--- src/rtl/single_port_mem_arbiter_pkg.sv ---
// +--------------------------------------------------------------------------+
// | single_port_mem_arbiter_pkg                                              |
// | Shared FSM encoding, client indices and the CLOG2 helper macro.          |
// | Revision: 1.0                                                            |
// +--------------------------------------------------------------------------+
`default_nettype none

`ifndef CLOG2
`define CLOG2(x) $clog2(x)
`endif

package single_port_mem_arbiter_pkg;

  typedef enum logic [0:0] {
    ST_CLEAR = 1'b0,
    ST_RUN   = 1'b1
  } state_t;

  localparam logic CLI_A = 1'b0;
  localparam logic CLI_B = 1'b1;

endpackage

`default_nettype wire

--- src/rtl/spm_rr_arbiter.sv ---
// +--------------------------------------------------------------------------+
// | spm_rr_arbiter                                                           |
// | Two-client grant logic; round-robin when SPM_ROUND_ROBIN_EN is defined,  |
// | otherwise fixed priority with client A first.                            |
// | Revision: 1.0                                                            |
// +--------------------------------------------------------------------------+
`default_nettype none

module spm_rr_arbiter
  import single_port_mem_arbiter_pkg::*;
(
`ifdef SPM_ROUND_ROBIN_EN
  input  logic       clock,
  input  logic       rst_n,
`endif
  input  logic       en_i,
  input  logic [1:0] req_i,
  output logic [1:0] gnt_o
);

  logic [1:0] w_req;
  logic       w_a_wins;

  assign w_req = req_i & {2{en_i}};

`ifdef SPM_ROUND_ROBIN_EN
  logic last_q;
  logic last_d;

  // Only an actual grant moves the pointer, so an idle cycle never flips priority.
  assign w_a_wins = !w_req[CLI_B] || (last_q == CLI_B);

  always_comb begin
    last_d = last_q;
    if (gnt_o[CLI_B]) begin
      last_d = CLI_B;
    end else if (gnt_o[CLI_A]) begin
      last_d = CLI_A;
    end
  end

  always_ff @(posedge clock or negedge rst_n) begin
    if (!rst_n) begin
      last_q <= CLI_B;
    end else begin
      last_q <= last_d;
    end
  end
`else
  assign w_a_wins = 1'b1;
`endif

  always_comb begin
    gnt_o        = '0;
    gnt_o[CLI_A] = w_req[CLI_A] && w_a_wins;
    gnt_o[CLI_B] = w_req[CLI_B] && !gnt_o[CLI_A];
  end

endmodule

`default_nettype wire

--- src/rtl/single_port_mem_arbiter.sv ---
// +--------------------------------------------------------------------------+
// | single_port_mem_arbiter                                                  |
// | Serialises two clients onto a single-port memory, routes read data back  |
// | and optionally zero-fills the memory after reset. Arbitration policy is  |
// | selected by the SPM_ROUND_ROBIN_EN macro.                                |
// | Revision: 1.0                                                            |
// +--------------------------------------------------------------------------+
`default_nettype none

module single_port_mem_arbiter
  import single_port_mem_arbiter_pkg::*;
#(
  parameter int WIDTH          = 8,
  parameter int DEPTH          = 64,
  parameter int CLEAR_ON_RESET = 1,
  localparam int AW            = `CLOG2(DEPTH)
) (
  input  logic             clock,
  input  logic             rst_n,

  input  logic             a_req_valid,
  output logic             a_req_ready,
  input  logic             a_req_wr,
  input  logic [AW-1:0]    a_req_addr,
  input  logic [WIDTH-1:0] a_req_data,
  output logic             a_rsp_valid,
  output logic [WIDTH-1:0] a_rsp_data,

  input  logic             b_req_valid,
  output logic             b_req_ready,
  input  logic             b_req_wr,
  input  logic [AW-1:0]    b_req_addr,
  input  logic [WIDTH-1:0] b_req_data,
  output logic             b_rsp_valid,
  output logic [WIDTH-1:0] b_rsp_data,

  output logic [WIDTH-1:0] mem_data,
  output logic [AW-1:0]    mem_address,
  output logic             mem_wr_en,
  input  logic [WIDTH-1:0] mem_q,

  output logic             init_done
);

  localparam logic [AW-1:0] c_last_addr = AW'(DEPTH - 1);
  localparam state_t        c_st_reset  = (CLEAR_ON_RESET != 0) ? ST_CLEAR : ST_RUN;

  state_t        state_q;
  logic [AW-1:0] ptr_q;
  logic [AW-1:0] addr_q;
  logic          clr_wr_q;
  logic          init_done_q;
  logic          a_rsp_valid_q;
  logic          b_rsp_valid_q;
  logic [1:0]    w_gnt;

  spm_rr_arbiter u_arb (
`ifdef SPM_ROUND_ROBIN_EN
    .clock (clock),
    .rst_n (rst_n),
`endif
    .en_i  (init_done_q),
    .req_i ({b_req_valid, a_req_valid}),
    .gnt_o (w_gnt)
  );

  assign a_req_ready = w_gnt[CLI_A];
  assign b_req_ready = w_gnt[CLI_B];
  assign a_rsp_valid = a_rsp_valid_q;
  assign b_rsp_valid = b_rsp_valid_q;
  assign a_rsp_data  = mem_q;
  assign b_rsp_data  = mem_q;
  assign init_done   = init_done_q;

  // Sweep writes and client grants never overlap: init_done only rises as clr_wr_q falls.
  always_comb begin
    mem_wr_en   = 1'b0;
    mem_address = addr_q;
    mem_data    = '0;
    if (clr_wr_q) begin
      mem_wr_en   = 1'b1;
      mem_address = ptr_q;
    end else if (w_gnt[CLI_A]) begin
      mem_wr_en   = a_req_wr;
      mem_address = a_req_addr;
      mem_data    = a_req_data;
    end else if (w_gnt[CLI_B]) begin
      mem_wr_en   = b_req_wr;
      mem_address = b_req_addr;
      mem_data    = b_req_data;
    end
  end

  always_ff @(posedge clock or negedge rst_n) begin
    if (!rst_n) begin
      state_q       <= c_st_reset;
      ptr_q         <= '0;
      addr_q        <= '0;
      clr_wr_q      <= 1'b0;
      init_done_q   <= 1'b0;
      a_rsp_valid_q <= 1'b0;
      b_rsp_valid_q <= 1'b0;
    end else begin
      addr_q        <= mem_address;
      a_rsp_valid_q <= w_gnt[CLI_A] && !a_req_wr;
      b_rsp_valid_q <= w_gnt[CLI_B] && !b_req_wr;
      case (state_q)
        ST_CLEAR: begin
          if (!clr_wr_q) begin
            clr_wr_q <= 1'b1;
          end else if (ptr_q == c_last_addr) begin
            clr_wr_q    <= 1'b0;
            ptr_q       <= '0;
            state_q     <= ST_RUN;
            init_done_q <= 1'b1;
          end else begin
            ptr_q <= ptr_q + AW'(1);
          end
        end
        default: begin
          init_done_q <= 1'b1;
        end
      endcase
    end
  end

endmodule

`default_nettype wire

--- config.mk ---
export PLATFORM = sky130hd
export DESIGN_NAME = single_port_mem_arbiter
export DESIGN_NICKNAME = d
export VERILOG_FILES = /design/src/rtl/single_port_mem_arbiter_pkg.sv /design/src/rtl/spm_rr_arbiter.sv /design/src/rtl/single_port_mem_arbiter.sv
export SDC_FILE = /design/constraint.sdc
export NUM_CORES = 1
export LEC_CHECK = 0
export CAP_MARGIN = 20
export CORE_MARGIN = 2
export CORE_UTILIZATION = 38
export CTS_BUF_LIST = sky130_fd_sc_hd__clkbuf_8
export DETAILED_ROUTE_END_ITERATION = 10
export GPL_TIMING_DRIVEN = 0
export PLACE_DENSITY = 0.88
export SLEW_MARGIN = 40
export SYNTH_ARGS = -nofsm -noshare
export SYNTH_HDL_FRONTEND = slang
export SYNTH_SLANG_ARGS = --single-unit
--- constraint.sdc ---
create_clock -name clock -period 4.3 [get_ports clock]
set_clock_uncertainty 0.05 [all_clocks]
set_input_delay 0.86 -clock clock [delete_from_list [all_inputs] [get_ports clock]]
set_output_delay 0.86 -clock clock [all_outputs]
set_load 0.01 [all_outputs]
==> out/qor.txt <==
PLACEMENT
---------------------------------------------------------------------------------
GP Congestion                                                              0.7788
Port bufs                                                                      69
Dpl cell area                                                          1798 sq um
Half-perimeter wire length of the detailed placement result               2664 um

DETAILED ROUTING
---------------------------------------------------------------------------------
Detailed router's first-iteration violation count                              48
DRT Wirelength                                                            3259 um
Detailed-routing iteration count for the pre-antenna-repair pass                6
DRC violation count after routing                                               0
Vias                                                                         1181
Post-detailed-route wirelength per cell                                  14.81 um
Routed via count divided by cell count                                      5.368
Residual antenna-violating net count after detailed routing                     0

STA
---------------------------------------------------------------------------------
Crit path time final                                                     3.793 ns
Final Hold Vio Count                                                            0
Worst-Margin Slew                                                       0.4181 ns
Share of the cycle needed by the critical path after routing               88.20%
Worst Hold Margin                                                       0.4604 ns
Final-layout setup total negative slack                                      0 ns
Relative max-transition margin                                             71.77%
Unrepaired setup endpoints after global routing                                no
Maximum clock frequency                                                 263.7 MHz
Slew Viols, Final                                                               0
Final setup violation count                                                     0

SETUP PATH
---------------------------------------------------------------------------------
CP startpoint kind                                                   primary input
CP top delay family                                                  buffers and inverters
Crit end category                                                    primary output
Startpoint of the lowest-slack register-to-register path                 clr_wr_q
Most frequent cell on the critical path                              clkdlybuf4s50_1
Reg-to-reg slack, setup                                                   2.83 ns
Critical-path cell list                                              clkdlybuf4s50_1, clkbuf_1, o21ai_0, nand2_1, a2bb2oi_1, clkdlybuf4s50_1
Delay of the slowest cell on the worst path                               0.59 ns
Count of buffer and inverter cells on the critical path                         3
Crit path max-delay cell type                                        clkdlybuf4s50_1
Data required time at the worst endpoint                                  3.39 ns
Crit Path Class                                                            in2out
Worst Path Arrival                                                        2.88 ns
CP Launch Point                                                       a_req_valid
Crit-path max FO                                                               10

PWR
---------------------------------------------------------------------------------
Leakage Power                                                           0.7495 nW
Sum of internal, switching and leakage power                            0.3473 mW
Power density over the cells                                         188.9 nW/um^2
Worst IR Drop VDD                                                       0.2329 mV

LAYOUT
---------------------------------------------------------------------------------
Number of fill cells in the layout                                            202
Fraction of layout cells with a size suffix above 1                        13.76%
Final Core Density                                                         67.82%
Layout overhead on the synthesized area                                    72.01%
Ant diodes                                                                      0
Post-layout net count                                                         233
Final std cell area, no fill                                           1838 sq um

SYNTH
---------------------------------------------------------------------------------
Synth Instances                                                               116
Number of synthesized register bits                                            17
Unique cell type count in the Yosys netlist                                    31
Post-Synthesis Cell Area                                               1069 sq um
Top-area cell type share of the netlist area                               39.81%
Share of synthesized area occupied by flip-flops and latches               39.81%
Yosys warning count                                                             0
Synthesized netlist net count                                                 159
Largest cells by area after synthesis                                dfrtp_1 (40%), buf_4 (11%), a22oi_1 (6.3%)
Average instance area after synthesis                                 9.211 sq um
Cell taking the most area after synthesis                                 dfrtp_1

JOB
---------------------------------------------------------------------------------
Max-cap violations                                                              0

GRT
---------------------------------------------------------------------------------
First-pass GRT wire length                                                4954 um
Pin count of the biggest net entering global routing                           18
Number of antenna violations at the first check in global routing               0
Total congestion overflow after global routing                                  0
Number of global-route vias before repair                                    1129
Tot GR Track Use                                                           19.61%

MIN PATH
---------------------------------------------------------------------------------
Worst hold path type                                                     in2async

FLOORPLAN
---------------------------------------------------------------------------------
Top-Level Pins                                                                 78
Number of placement rows                                                       19
Area of the die                                                        3252 sq um
Core footprint                                                         2710 sq um
Horiz. Die Dim                                                           57.03 um
Starting Density                                                           39.43%
Height of the die                                                        57.03 um

CLOCK NETWORK
---------------------------------------------------------------------------------
TritonCTS Sinks                                                                17
Clk root buf                                                             clkbuf_8
Register clock-pin slew on the reported worst setup and hold paths        0.06 ns
CTS hold repair buffers                                                         0
Number of buffers inserted to repair setup after CTS                            0
CTS tree                                                                      yes
H-tree lvl count                                                                1
Clk Latency, worst-skew pair                                              0.26 ns
# resized after CTS                                                             0
Worst-case clock buffer depth                                                   2
Number of buffers added by the clock tree synthesis step                        3

STATUS
---------------------------------------------------------------------------------
Outcome                                                                 completed

## cells by family (layout without fill, tap and decap cells)
family / count (synthesis) / after routing / share of synthesized area, %
compound gates: 37 / 37 / 25.64
simple gates: 35 / 35 / 16.98
buf+inv: 24 / 97 / 14.75
flops: 17 / 17 / 39.81
xor+xnor: 2 / 2 / 1.640
fa+ha+maj: 1 / 1 / 1.171
## metal layers
metal  vias up  track usage, %  share of wire [%]
li1        552               -                  -
met1       536           21.39                 36
met2        84           36.45                 51
met3         9           5.215                 11
met4         0           6.645                1.8
met5         -               0                  0
## report_power, final
part / internal, mW / switching (mW) / total (mW)
clock network: 0.0635 / 0.0557 / 0.119
logic: 0.0490 / 0.0192 / 0.0682
registers: 0.160 / 0 / 0.160
## registers in the layout, summed over array words and instances, names as in the netlist
name	flops
addr_q	6
ptr_q	6
a_rsp_valid	1
b_rsp_valid	1
clr_wr_q	1
init_done	1
state_q	1
## worst paths after layout
| kind | end | cells after the start |
|---|---|---|
| setup / recovery | mem_address[2] | 6 |
| hold / removal | ptr_q[0] | 1 |
| setup reg to reg | addr_q[2] | 4 |
| hold reg to reg | ptr_q[4] | 1 |
| max in group asynchronous | ptr_q[4] | 1 |
| min in group clock | ptr_q[4] | 1 |
## worst register-to-register path, cell delays in order (launching register included)
cell and delay, ns:
dfrtp_1 0.42, clkbuf_1 0.24, nor2_1 0.35, a21oi_1 0.07
a2bb2oi_1 0.23
## metrics by stage
| step | std cells | setup slack, ns |
|---|---|---|
| 6_report | 220 | 0.5074 |
| 5_1_grt | 220 | 0.3599 |
| 4_1_cts | 220 | 0.4965 |
| 3_5_place_dp | 216 | 0.4993 |
| 3_3_place_gp | 216 | 0.6034 |
| 2_1_floorplan | 116 | 1.748 |
## cell usage in the layout, fill, tap and decap left out, types with 5 or more instances in the layout
| cell type | n |
|---|---|
| a21oi_1 | 7 |
| a22oi_1 | 9 |
| a2bb2oi_1 | 5 |
| buf_4 | 16 |
| clkdlybuf4s50_1 | 68 |
| dfrtp_1 | 17 |
| nand2_1 | 9 |
| nand2b_1 | 6 |
| nor2_1 | 11 |
| o311ai_0 | 5 |
## cells in the mapped netlist (all sizes together)
cell     count
a41oi        2
a22oi        9
a2bb2oi      5
or2b         1
inv          4
nand3b       1
dfrtp       17
nand4        1
a221o        1
and3         2
xnor2        2
and2b        1
o211ai       1
nand3        1
a21o         2
buf         17
nand2b       6
o21ai        3
a21oi        7
clkbuf       3
nor2        11
a211o        1
o221ai       1
o311ai       5
ha           1
nand2        9
or3          1
nor2b        1
## cell type report
cell class	count	area (sq um)	share of cell area, %
Multi-Input combinational cell	75	485.5	26.41
Tap cell	31	38.79	2.110
Clock inverter	1	3.754	0.2042
Buffer	20	142.6	7.760
Clock buffer	3	41.29	2.246
Inverter	4	15.01	0.8169
Timing Repair Buffer	69	685.7	37.30
Sequential cell	17	425.4	23.15
No activity file was read; power rests on OpenSTA's default activity.
